### src/rtl/fp16_mult_arbiter.sv
// Round-robin front end sharing one fp16 multiplier among NUM_REQ requesters.
// Two-stage pipeline: operand register, then result register with backpressure.
module multhalfprecision (
    input  logic [15:0] a,
    input  logic [15:0] b,
    output logic [15:0] p,
    output logic        exc
);
    logic        sgn;
    logic [4:0]  ea;
    logic [4:0]  eb;
    logic [21:0] m;
    logic [6:0]  ebias;
    logic [9:0]  frac;
    logic        a_nan;
    logic        b_nan;

    // Subnormals flush to zero, mantissa is truncated, overflow saturates to inf.
    always_comb begin
        sgn   = a[15] ^ b[15];
        ea    = a[14:10];
        eb    = b[14:10];
        a_nan = (ea == 5'h1f) && (|a[9:0]);
        b_nan = (eb == 5'h1f) && (|b[9:0]);
        m     = 22'({1'b1, a[9:0]}) * 22'({1'b1, b[9:0]});
        ebias = 7'(ea) + 7'(eb) + 7'(m[21]);
        frac  = m[21] ? m[20:11] : m[19:10];
        p     = '0;
        exc   = 1'b0;
        if (ea == 5'h1f || eb == 5'h1f) begin
            exc = 1'b1;
            if (a_nan || b_nan || ea == 5'h00 || eb == 5'h00)
                p = 16'h7e00;
            else
                p = {sgn, 5'h1f, 10'h000};
        end else if (ea == 5'h00 || eb == 5'h00) begin
            p = {sgn, 15'h0000};
        end else if (ebias >= 7'd46) begin
            exc = 1'b1;
            p   = {sgn, 5'h1f, 10'h000};
        end else if (ebias > 7'd15) begin
            p = {sgn, 5'(ebias - 7'd15), frac};
        end else begin
            p = {sgn, 15'h0000};
        end
    end
endmodule

module fp16_mult_arbiter #(
    parameter int NUM_REQ = 4,
    parameter int ID_W    = 2
) (
    input  logic                   i_Clk,
    input  logic                   i_Reset_n,
    input  logic [NUM_REQ-1:0]     i_ReqValid,
    input  logic [16*NUM_REQ-1:0]  i_ReqFactor1,
    input  logic [16*NUM_REQ-1:0]  i_ReqFactor2,
    output logic [NUM_REQ-1:0]     o_ReqReady,
    output logic                   o_ResValid,
    output logic [15:0]            o_ResProduct,
    output logic                   o_ResException,
    output logic [ID_W-1:0]        o_ResId,
    input  logic                   i_ResReady,
    output logic [15:0]            o_OpCount,
    output logic                   o_Busy
);
    logic [NUM_REQ-1:0][15:0] fa;
    logic [NUM_REQ-1:0][15:0] fb;

    logic            s1_valid;
    logic [ID_W-1:0] s1_id;
    logic [15:0]     s1_a;
    logic [15:0]     s1_b;
    logic            s2_valid;
    logic [ID_W-1:0] s2_id;
    logic [15:0]     s2_p;
    logic            s2_e;
    logic [ID_W-1:0] rr_ptr;
    logic [15:0]     cnt;

    logic            s2_free;
    logic            s1_adv;
    logic            accept;
    logic            grant_hit;
    logic [ID_W-1:0] grant_id;
    logic [ID_W-1:0] cand;
    logic            take;
    logic [15:0]     mul_p;
    logic            mul_e;

    assign fa = i_ReqFactor1;
    assign fb = i_ReqFactor2;

    assign s2_free = !s2_valid | i_ResReady;
    assign s1_adv  = s1_valid & s2_free;
    // Gated by reset so no requester is told it was taken while in reset.
    assign accept  = (!s1_valid | s1_adv) & i_Reset_n;
    assign take    = accept & grant_hit;

    always_comb begin
        grant_hit = 1'b0;
        grant_id  = '0;
        cand      = '0;
        for (int i = 0; i < NUM_REQ; i++) begin
            cand = ID_W'((int'(rr_ptr) + i) % NUM_REQ);
            if (!grant_hit && i_ReqValid[cand]) begin
                grant_hit = 1'b1;
                grant_id  = cand;
            end
        end
    end

    always_comb begin
        o_ReqReady = '0;
        if (take)
            o_ReqReady[grant_id] = 1'b1;
    end

    multhalfprecision u_mul (
        .a   (s1_a),
        .b   (s1_b),
        .p   (mul_p),
        .exc (mul_e)
    );

    always_ff @(posedge i_Clk or negedge i_Reset_n) begin
        if (!i_Reset_n) begin
            s1_valid <= 1'b0;
            s1_id    <= '0;
            s1_a     <= '0;
            s1_b     <= '0;
            s2_valid <= 1'b0;
            s2_id    <= '0;
            s2_p     <= '0;
            s2_e     <= 1'b0;
            rr_ptr   <= '0;
            cnt      <= '0;
        end else begin
            if (take) begin
                s1_valid <= 1'b1;
                s1_id    <= grant_id;
                s1_a     <= fa[grant_id];
                s1_b     <= fb[grant_id];
                if (grant_id == ID_W'(NUM_REQ - 1))
                    rr_ptr <= '0;
                else
                    rr_ptr <= grant_id + 1'b1;
            end else if (s1_adv) begin
                s1_valid <= 1'b0;
            end
            if (s1_adv) begin
                s2_valid <= 1'b1;
                s2_id    <= s1_id;
                s2_p     <= mul_p;
                s2_e     <= mul_e;
            end else if (i_ResReady) begin
                s2_valid <= 1'b0;
            end
            if (s2_valid && i_ResReady)
                cnt <= cnt + 16'd1;
        end
    end

    assign o_ResValid     = s2_valid;
    assign o_ResProduct   = s2_p;
    assign o_ResException = s2_e;
    assign o_ResId        = s2_id;
    assign o_OpCount      = cnt;
    assign o_Busy         = s1_valid | s2_valid;
endmodule

### config.mk
export PLATFORM = sky130hd
export DESIGN_NAME = fp16_mult_arbiter
export DESIGN_NICKNAME = d
export VERILOG_FILES = /design/src/rtl/fp16_mult_arbiter.sv
export SDC_FILE = /design/constraint.sdc
export NUM_CORES = 1
export LEC_CHECK = 0
export ABC_CLOCK_PERIOD_IN_PS = 19900
export CORE_MARGIN = 2
export CORE_UTILIZATION = 58
export CTS_BUF_LIST = sky130_fd_sc_hd__clkbuf_8
export DETAILED_ROUTE_END_ITERATION = 12
export MAX_ROUTING_LAYER = met4
export PLACE_DENSITY = 0.89
export SYNTH_ARGS = -nofsm -noshare
export SYNTH_HDL_FRONTEND = slang
export SYNTH_SLANG_ARGS = --single-unit
### constraint.sdc
create_clock -name i_Clk -period 19.9 [get_ports i_Clk]
set_clock_uncertainty 0.2 [all_clocks]
set_input_delay 3.98 -clock i_Clk [delete_from_list [all_inputs] [get_ports i_Clk]]
set_output_delay 3.98 -clock i_Clk [all_outputs]
set_load 0.1 [all_outputs]
-- Word-level counts from Yosys, hierarchy flattened
Index checks and enable logic that the tools add are counted.
W data, S select, Z words.
- flip-flop bits (word level): 73
- input bits: 135
- output and inout port bits: 41
- logic and storage cells: 97
- add/subtract/negate cells: 8
- multipliers: 1
- $lt $le $gt $ge: 8
- eq/ne operators: 3
- muxes and demuxes: 37
- bitwise gates (word level): 7
- reductions and logical operators: 23
- operators by type and width (kind ; count):
    $bmux W16 S2 ; 2
    $mux W16 ; 4
    $mux W15 ; 3
    $mul A11 B11 Y22 ; 1
    $reduce_or A10 Y1 ; 2
    $add A16 B1 Y16 const B ; 1
    $mux W1 ; 16
    $lt A2 B3 Y1 const B ; 5
    $eq A5 B5 Y1 const B ; 2
    $logic_not A5 Y1 ; 2
    $mux W10 ; 1
    $mux W2 ; 5
    $bmux W1 S2 ; 4
    $add A6 B1 Y7 ; 1
    $ge A7 B6 Y1 const B ; 1
    $gt A7 B4 Y1 const B ; 1
    $logic_and A1 B1 Y1 ; 7
    $add A5 B5 Y6 ; 1
    $logic_not A1 Y1 ; 5
    $logic_or A1 B1 Y1 ; 5
    $sub A5 B4 Y5 const B ; 1
    $add A2 B1 Y2 const B ; 2
    $add A2 B2 Y2 const B ; 2
    $mux W4 ; 1
    7 further kinds ; 12

-- Depth between registers and ports, before layout
Gate-level depths: netlist of run 1.
- depth after elaboration: 17
- mapped depth: 32
- mapped depth without buffers: 29

-- Hierarchy
Synthesis of run 1 repeated with hierarchy kept, for this count alone.
- cell total of the unflattened synthesis: 1000
- area total of the unflattened synthesis: 8673.3 µm²
- by module, submodules not included (module ; times used ; cells each ; area each (µm²) ; seq. area each (µm²)):
    multhalfprecision ; 1 ; 563 ; 4501.8 ; 0.0
    fp16_mult_arbiter ; 1 ; 437 ; 4171.5 ; 1826.8

-- Least setup slack after synthesis of run 1
OpenSTA, ideal clock, no wires.
- path kind: input to output
- from: input i_ReqValid[0]
- to: output o_ReqReady[3]
- arrival time: 6712 ps
- required time: 15720 ps
- setup slack: 9008 ps
- stages on the path: 10
- path buffers: 2
- cells stage by stage: nor2b_1 -> a21oi_1 -> nor2_1 -> a211o_1 -> inv_2 -> clkbuf_1 -> clkbuf_1 -> ha_1 -> inv_1 -> nor2_1
- word-level cells in the longest chain between the ends: 17
- elaborated cells between the ends (all ways): 29
- classes of those cells: order compare: 2; mux: 19; bitwise: 1; reduce/logical: 7
- RTL lines (element ; RTL line ; text):
    start: declaration ; 55 ; input logic [NUM_REQ-1:0] i_ReqValid,
    $bmux W1 S2 ; 106 ; if (!grant_hit && i_ReqValid[cand]) begin
    $mux W1 (not written as such) ; 106 ;
    $mux W1 ; 106 ;
    $logic_not A1 Y1 ; 106 ;
    $logic_and A1 B1 Y1 ; 106 ;
    $mux W1 ; 106 ;
    $logic_not A1 Y1 ; 106 ;
    $logic_and A1 B1 Y1 ; 106 ;
    (+2 left out) ; -- ;
    $logic_and A1 B1 Y1 ; 106 ;
    $mux W2 * ; 106 ;
    net grant_id[0] ; 85 ; logic [ID_W-1:0] grant_id;
    $lt A2 B3 Y1 (not written as such) / $ge A2 B1 Y1 (equally long branches) ; 116 ; o_ReqReady[grant_id] = 1'b1;
    $logic_and A1 B1 Y1 (not written as such) ; 116 ;
    $mux W1 (not written as such) ; 116 ;
    $demux W1 S2 * ; 116 ;
    $mux W4 * ; 115 ; if (take)
    end: declaration ; 58 ; output logic [NUM_REQ-1:0] o_ReqReady,
Mark *: on every way through the listed nets, which the timed path passes. The rest lies on a longest branch. The select of a mux whose other input is x is not followed.

-- Worst setup path after layout of run 1
- from: input i_ReqValid[1]
- to: output o_ReqReady[3]
- word-level cells in the longest chain between the ends: 17
- elaborated cells between the ends (all ways): 29
- classes of those cells: order compare: 2; mux: 19; bitwise: 1; reduce/logical: 7
- RTL lines (element ; RTL line):
    $bmux W1 S2 ; 106
    $mux W1 (not written as such) ; 106
    $mux W1 ; 106
    $logic_not A1 Y1 ; 106
    $logic_and A1 B1 Y1 ; 106
    $mux W1 ; 106
    $logic_not A1 Y1 ; 106
    $logic_and A1 B1 Y1 ; 106
    $mux W1 ; 106
    $logic_not A1 Y1 ; 106
    $logic_and A1 B1 Y1 ; 106
    $mux W2 ; 106
    $lt A2 B3 Y1 (not written as such) / $ge A2 B1 Y1 (equally long branches) ; 116
    $logic_and A1 B1 Y1 (not written as such) ; 116
    $mux W1 (not written as such) ; 116
    $demux W1 S2 ; 116
    $mux W4 * ; 115
Every way passes the cells marked *; elsewhere a longest branch is shown, timed or not. The select of a mux whose other input is x is not followed.

==> metrics.csv, run 1 <==
metric,value,unit
first-pass GRT wire length,35430,um
endpoint arrival time on the critical path,7.78,ns
outcome,"finished, final reports clean",
post-synthesis async set-or-reset flop share,100.0,%
total wirelength of the detailed-routed design,21730,um
# Max-Cap Violations,0,
Tot GR Track Use,30.56,%
DRC,0,
ratio of cells with drive above 1 in the final layout,3.856,%
post-CTS clock slew at the launch and capture registers of the worst setup and hold paths,0.08,ns
post-place instance area,10120,um2
die span in x,123.6,um
sort of element at the start of the critical path,primary input,
post-synth top area cell,sky130_fd_sc_hd__dfrtp_1,
worst hold stages,1,
area fraction in compound gates after synthesis,11.52,%
post-CTS setup buffer count,0,
Pre-Repair DR Iteration Count,5,
Final GP Congestion,0.8882,
most frequent cell after synthesis,sky130_fd_sc_hd__nand2_1,
count of H-tree levels built during CTS,3,
number of nets in the synthesized netlist,1332,
"Period Utilization, post-route",60.09,%
largest family of logic cells by synthesized area,adder cells,
cell row count,43,
prevailing post-synth register cell,sky130_fd_sc_hd__dfrtp_1,
TritonCTS clock tree,built,
mux contribution to synthesized area,0.6331,%
number of instances in the synthesized netlist,1049,
synthesized flop and latch total,73,
final period demand of the worst path,11.96,ns
kind of path behind the tightest hold check,register to register,
cell types with the largest area share after synthesis,"sky130_fd_sc_hd__dfrtp_1, sky130_fd_sc_hd__fa_1, sky130_fd_sc_hd__ha_1",
max-slew violation count,0,
final hold violation count,0,
number of port buffers,175,
measured slew at the worst slew-check pin,1.003,ns
total number of vias,7570,
sequential fraction of the synthesis area,22.01,%
via count of the first global-routing pass,7841,
Ports,176,
CTS Sinks,73,
crit-path max FO,68,
unique cell type count in the Yosys netlist,63,
HPWL after detailed placement,17230,um
count of cells resized by post-cts repair,0,
Ys Warns,0,
Post-Layout Inst Area,10330,um2
antenna violations before repair,0,
unrepaired setup endpoints after global routing,no,
hold bufs inserted after CTS,0,
placeable core area,13930,um2
Inserted Clock Buffers,9,
adder and majority gate portion of the synthesized area,29.64,%
Final Net Count,1471,
starting utilization of the core area,59.57,%
routed wirelength normalized by instance count,15.83,um
post-DR vias/cell,5.513,
CTS Root Cell,sky130_fd_sc_hd__clkbuf_8,
cell area after technology mapping,8300,um2
classification of the worst setup path,primary input to output pin,
# setup viols final,0,
count of routing violations after the opening detailed-route iteration,446,
total negative slack for setup checks,0,ns
Max-Slew Margin vs Limit,32.89,%
diode insertion count for antenna repair,0,
ranking of synthesized cells by instance count,"sky130_fd_sc_hd__nand2_1, sky130_fd_sc_hd__nor2_1, sky130_fd_sc_hd__inv_1",
share of the synthesized area in the top cell type,22.01,%
required time at the endpoint of the critical path,15.72,ns
number of cells on the worst reg-to-reg path,29,
area grow syn2layout,24.44,%
GRT Residual Overflow,0,
floorplan die area,15280,um2
Post-synth EDFFs,0,
post-synthesis xor/xnor area fraction,3.497,%
vertical extent of the die,123.6,um
Fmax,83.62,MHz
"Avg Cell Area, Syn",7.913,um2
antenna violation net count after detailed routing,0,
maximum count of clock buffers along a single path,2,
Worst Setup End Kind,output pin,
maximum number of pins on one net before global-route repair,77,
Skew-Pair Late Insertion Delay,0.37,ns
simple-gate share of the synthesized area,24.30,%
[layout by cell type (no fill, tap or decap), types with 11 or more instances in the layout]
cell type / count
sky130_fd_sc_hd__xnor2_1: 19
sky130_fd_sc_hd__ha_1: 67
sky130_fd_sc_hd__a21oi_1: 23
sky130_fd_sc_hd__dfrtp_1: 73
sky130_fd_sc_hd__inv_1: 128
sky130_fd_sc_hd__nand2_1: 191
sky130_fd_sc_hd__clkdlybuf4s50_1: 174
sky130_fd_sc_hd__nor2_1: 139
sky130_fd_sc_hd__o21ai_1: 32
sky130_fd_sc_hd__xor2_1: 11
sky130_fd_sc_hd__and2_1: 38
sky130_fd_sc_hd__o21ai_0: 45
sky130_fd_sc_hd__nand3_1: 45
sky130_fd_sc_hd__fa_1: 81
[final cells by class]
class,instances,area [um2]
clock buffers,9,123.9
clock inverters,7,85.08
fillers,1021,3606
inverters,130,490.5
multi-input cells,794,5793
flip-flops and latches,73,1827
well taps,180,225.2
repair buffers,180,1784
[worst max-delay path, stage by stage]
cell and delay (ns):
sky130_fd_sc_hd__clkdlybuf4s50_1 0.53, sky130_fd_sc_hd__inv_1 0.08, sky130_fd_sc_hd__a21oi_1 0.15, sky130_fd_sc_hd__nor2_1 0.06
sky130_fd_sc_hd__a211o_2 0.30, sky130_fd_sc_hd__buf_4 0.33, sky130_fd_sc_hd__inv_2 0.25, sky130_fd_sc_hd__buf_4 0.49
sky130_fd_sc_hd__ha_1 0.26, sky130_fd_sc_hd__inv_1 0.05, sky130_fd_sc_hd__nor2_1 0.10, sky130_fd_sc_hd__clkdlybuf4s50_1 1.15
[cell families after synthesis]
family / count (synthesis)
XOR/XNOR: 31
adder cells (fa/ha/maj): 148
buffers and inverters: 182
multiplexers: 5
AND/OR/NAND/NOR: 461
flip-flops: 73
AO/OA/AOI/OAI: 149
[worst paths after layout]
path | startpoint | end | slack [ns]
min reg2reg | o_OpCount[15]$_DFFE_PN0P_ | o_OpCount[15]$_DFFE_PN0P_ | 0.29
max in group asynchronous | i_Reset_n | o_ResProduct[1]$_DFFE_PN0P_ | 15.20
max reg2reg | s1_a[5]$_DFFE_PN0P_ | o_ResProduct[6]$_DFFE_PN0P_ | 11.20
min in group asynchronous | i_Reset_n | rr_ptr[1]$_DFFE_PN0P_ | 3.21
max | i_ReqValid[1] | o_ReqReady[3] | 7.94
min | o_OpCount[15]$_DFFE_PN0P_ | o_OpCount[15]$_DFFE_PN0P_ | 0.29
[metal layers]
metal  track usage (%)  wire (um)
met1             34.83       8367
met2             53.33      11410
met3             4.670       1183
met4             13.57        771
met5                 -          0
[stage by stage]
stage          setup WS, ns  util [%]  instances  hold slack [ns]
2_1_floorplan         9.008         -       1049           0.2386
3_3_place_gp          8.066     72.62       1357           0.2591
3_5_place_dp          7.979     72.62       1357           0.2772
4_1_cts               7.965     74.12       1373           0.2931
5_1_grt               7.702     74.12       1373           0.3129
6_report              7.941     74.12       1373           0.2895
[registers in the layout, summed over array words and instances, names as in the netlist]
register        cells
o_OpCount          16
o_ResException      1
o_ResId             2
o_ResProduct       16
o_ResValid          1
rr_ptr              2
s1_a               16
s1_b               16
s1_id               2
s1_valid            1
Power of run 1 is left out: the tool's default activity adds up to more than one toggle a clock period on the data nets, which glitch-free logic cannot reach.
==> run 2, diff against run 1 <==
ABC_CLOCK_PERIOD_IN_PS = 11550   (was 19900)
CORE_UTILIZATION = 54   (was 58)
PLACE_DENSITY = 0.84   (was 0.89)
clock period = 11.55 ns   (was 19.9 ns; I/O delays follow)
==> run 2 against run 1 <==
Setup slack got worse by 4.9 ns. Critical path depth increased by 15. Global-route usage decreased by 2.7 points. Flip-flop and latch count unchanged. Die area increased by 7.2%. Count of clock-buffer cells in the layout increased by 2. Cell area increased by 0.40%. First-iteration DRC count increased by 9.0%. Non-clock buffer count unchanged. Register-to-register slack got worse by 8.2 ns. Highest routed layer unchanged.
==> metrics.csv, run 2 (synthesized netlist as in run 1, its figures left out) <==
metric,value,unit,change
outcome,"finished, final reports clean",,
CTS Sinks,73,,unchanged
"Period Utilization, post-route",73.67,%,
area grow syn2layout,24.93,%,
# Max-Cap Violations,0,,unchanged
sort of element at the start of the critical path,register,,
total number of vias,7397,,-2.3%
post-CTS clock slew at the launch and capture registers of the worst setup and hold paths,0.08,ns,about the same
post-CTS setup buffer count,0,,unchanged
number of port buffers,175,,unchanged
Fmax,117.5,MHz,
Final GP Congestion,0.9534,,+7.3%
kind of path behind the tightest hold check,register to register,,
count of routing violations after the opening detailed-route iteration,486,,+9.0%
maximum number of pins on one net before global-route repair,77,,unchanged
antenna violations before repair,0,,unchanged
measured slew at the worst slew-check pin,1.035,ns,+0.03185 ns
Pre-Repair DR Iteration Count,5,,unchanged
first-pass GRT wire length,35470,um,+0.12%
final hold violation count,0,,unchanged
Tot GR Track Use,27.83,%,-2.7 points
Ports,176,,unchanged
via count of the first global-routing pass,7372,,-6.0%
diode insertion count for antenna repair,0,,unchanged
Final Net Count,1471,,unchanged
die span in x,128.0,um,+3.5%
DRC,0,,unchanged
placeable core area,15090,um2,+8.3%
ratio of cells with drive above 1 in the final layout,3.856,%,unchanged
maximum count of clock buffers along a single path,2,,unchanged
total negative slack for setup checks,0,ns,unchanged
count of cells resized by post-cts repair,0,,unchanged
peak per-stage delay on the critical path,0.66,ns,-0.49 ns
count of H-tree levels built during CTS,3,,unchanged
cell seen most often among critical-path stages,sky130_fd_sc_hd__fa_1,,
hold bufs inserted after CTS,0,,unchanged
Inserted Clock Buffers,9,,unchanged
classification of the worst setup path,register to register,,
Max-Slew Margin vs Limit,30.76,%,-2.1 points
"leading cell type in the layout, fill and taps excluded",sky130_fd_sc_hd__nand2_1,,
TritonCTS clock tree,built,,
GRT Residual Overflow,0,,unchanged
vertical extent of the die,128.0,um,+3.5%
CTS Root Cell,sky130_fd_sc_hd__clkbuf_8,,
routed wirelength normalized by instance count,15.41,um,-2.6%
"commonest cells after routing, fill and taps aside","sky130_fd_sc_hd__nand2_1, sky130_fd_sc_hd__clkdlybuf4s50_1, sky130_fd_sc_hd__nor2_1",,
critical-path cell with the highest stage delay,sky130_fd_sc_hd__dfrtp_1,,
cell row count,45,,+4.7%
unrepaired setup endpoints after global routing,no,,
required time at the endpoint of the critical path,11.62,ns,-4.10 ns
final period demand of the worst path,8.509,ns,
# setup viols final,0,,unchanged
Worst Setup End Kind,register,,
total wirelength of the detailed-routed design,21290,um,-2.0%
starting utilization of the core area,55.01,%,-4.6 points
HPWL after detailed placement,16830,um,-2.3%
antenna violation net count after detailed routing,0,,unchanged
Critical path buffers and inverters,6,,-1
endpoint arrival time on the critical path,8.58,ns,+0.80 ns
max-slew violation count,0,,unchanged
"delay-heaviest family, CP",adder cells,,
crit-path max FO,13,,-81%
# fillers,1204,,+18%
post-DR vias/cell,5.356,,-2.9%
Skew-Pair Late Insertion Delay,0.36,ns,about the same
floorplan die area,16380,um2,+7.2%
## run 2: layout make-up
class                      count  area, um2  area share (%)
sequential                    73       1827           17.62
clock buffer                  11      151.4           1.460
inverter                     130      490.5           4.730
multi-input combinational    794       5793           55.86
tap                          188      235.2           2.268
timing repair buffer         180       1787           17.23
clock inverter                 5      86.33          0.8325
## run 2: worst register-to-register path: stages (launching register included)
cell	delay [ns]
sky130_fd_sc_hd__dfrtp_1	0.66
sky130_fd_sc_hd__nand2_1	0.14
sky130_fd_sc_hd__fa_1	0.50
sky130_fd_sc_hd__inv_1	0.05
sky130_fd_sc_hd__fa_1	0.50
sky130_fd_sc_hd__inv_1	0.05
sky130_fd_sc_hd__fa_1	0.48
sky130_fd_sc_hd__inv_1	0.06
sky130_fd_sc_hd__fa_1	0.52
sky130_fd_sc_hd__inv_1	0.05
sky130_fd_sc_hd__fa_1	0.54
sky130_fd_sc_hd__inv_1	0.04
sky130_fd_sc_hd__ha_1	0.23
sky130_fd_sc_hd__nor3_1	0.26
sky130_fd_sc_hd__o31ai_2	0.15
sky130_fd_sc_hd__a21oi_1	0.39
sky130_fd_sc_hd__o211a_4	0.24
sky130_fd_sc_hd__o21ai_4	0.09
sky130_fd_sc_hd__xnor2_4	0.35
sky130_fd_sc_hd__inv_4	0.12
sky130_fd_sc_hd__fa_1	0.43
sky130_fd_sc_hd__fa_1	0.52
sky130_fd_sc_hd__ha_1	0.26
sky130_fd_sc_hd__or4_1	0.57
sky130_fd_sc_hd__a31oi_4	0.30
sky130_fd_sc_hd__and3_1	0.33
sky130_fd_sc_hd__o21ai_0	0.13
sky130_fd_sc_hd__o31ai_1	0.24
## run 2: stage by stage
| step | std cells | util [%] | cell area, um2 | hold WS (ns) | worst slack (ns) |
|---|---|---|---|---|---|
| 5_1_grt | 1381 | 68.72 | 10370 | 0.3236 | 2.541 |
| 2_1_floorplan | 1049 | - | 8300 | 0.2386 | 3.674 |
| 6_report | 1381 | 68.72 | 10370 | 0.2882 | 3.041 |
| 4_1_cts | 1381 | 68.72 | 10370 | 0.2931 | 3.103 |
| 3_3_place_gp | 1365 | 67.15 | 10130 | 0.2589 | 3.345 |
| 3_5_place_dp | 1365 | 67.15 | 10130 | 0.2739 | 3.144 |
## run 2: final timing paths
| kind | start | to | slack (ns) | cells after the start |
|---|---|---|---|---|
| worst max-delay path | s1_a[7]$_DFFE_PN0P_ | o_ResProduct[1]$_DFFE_PN0P_ | 3.04 | 27 |
| worst min-delay path | o_ResId[1]$_DFFE_PN0P_ | o_ResId[1]$_DFFE_PN0P_ | 0.29 | 2 |
| worst max register to register | s1_a[7]$_DFFE_PN0P_ | o_ResProduct[1]$_DFFE_PN0P_ | 3.04 | 27 |
| worst min register to register | o_ResId[1]$_DFFE_PN0P_ | o_ResId[1]$_DFFE_PN0P_ | 0.29 | 2 |
| max in group asynchronous | i_Reset_n | o_ResProduct[8]$_DFFE_PN0P_ | 8.57 | 2 |
| min in group asynchronous | i_Reset_n | o_OpCount[9]$_DFFE_PN0P_ | 1.53 | 1 |
## run 2: per-layer routing
layer  vias up  global-route usage (%)  wire [um]
li1       3625                       -          -
met1      3519                   36.50       9146
met5         -                       -          0
met2       228                   45.99      10720
met3        25                   4.549       1120
met4         0                   6.012        299
Power of run 2 is left out for the same reason.
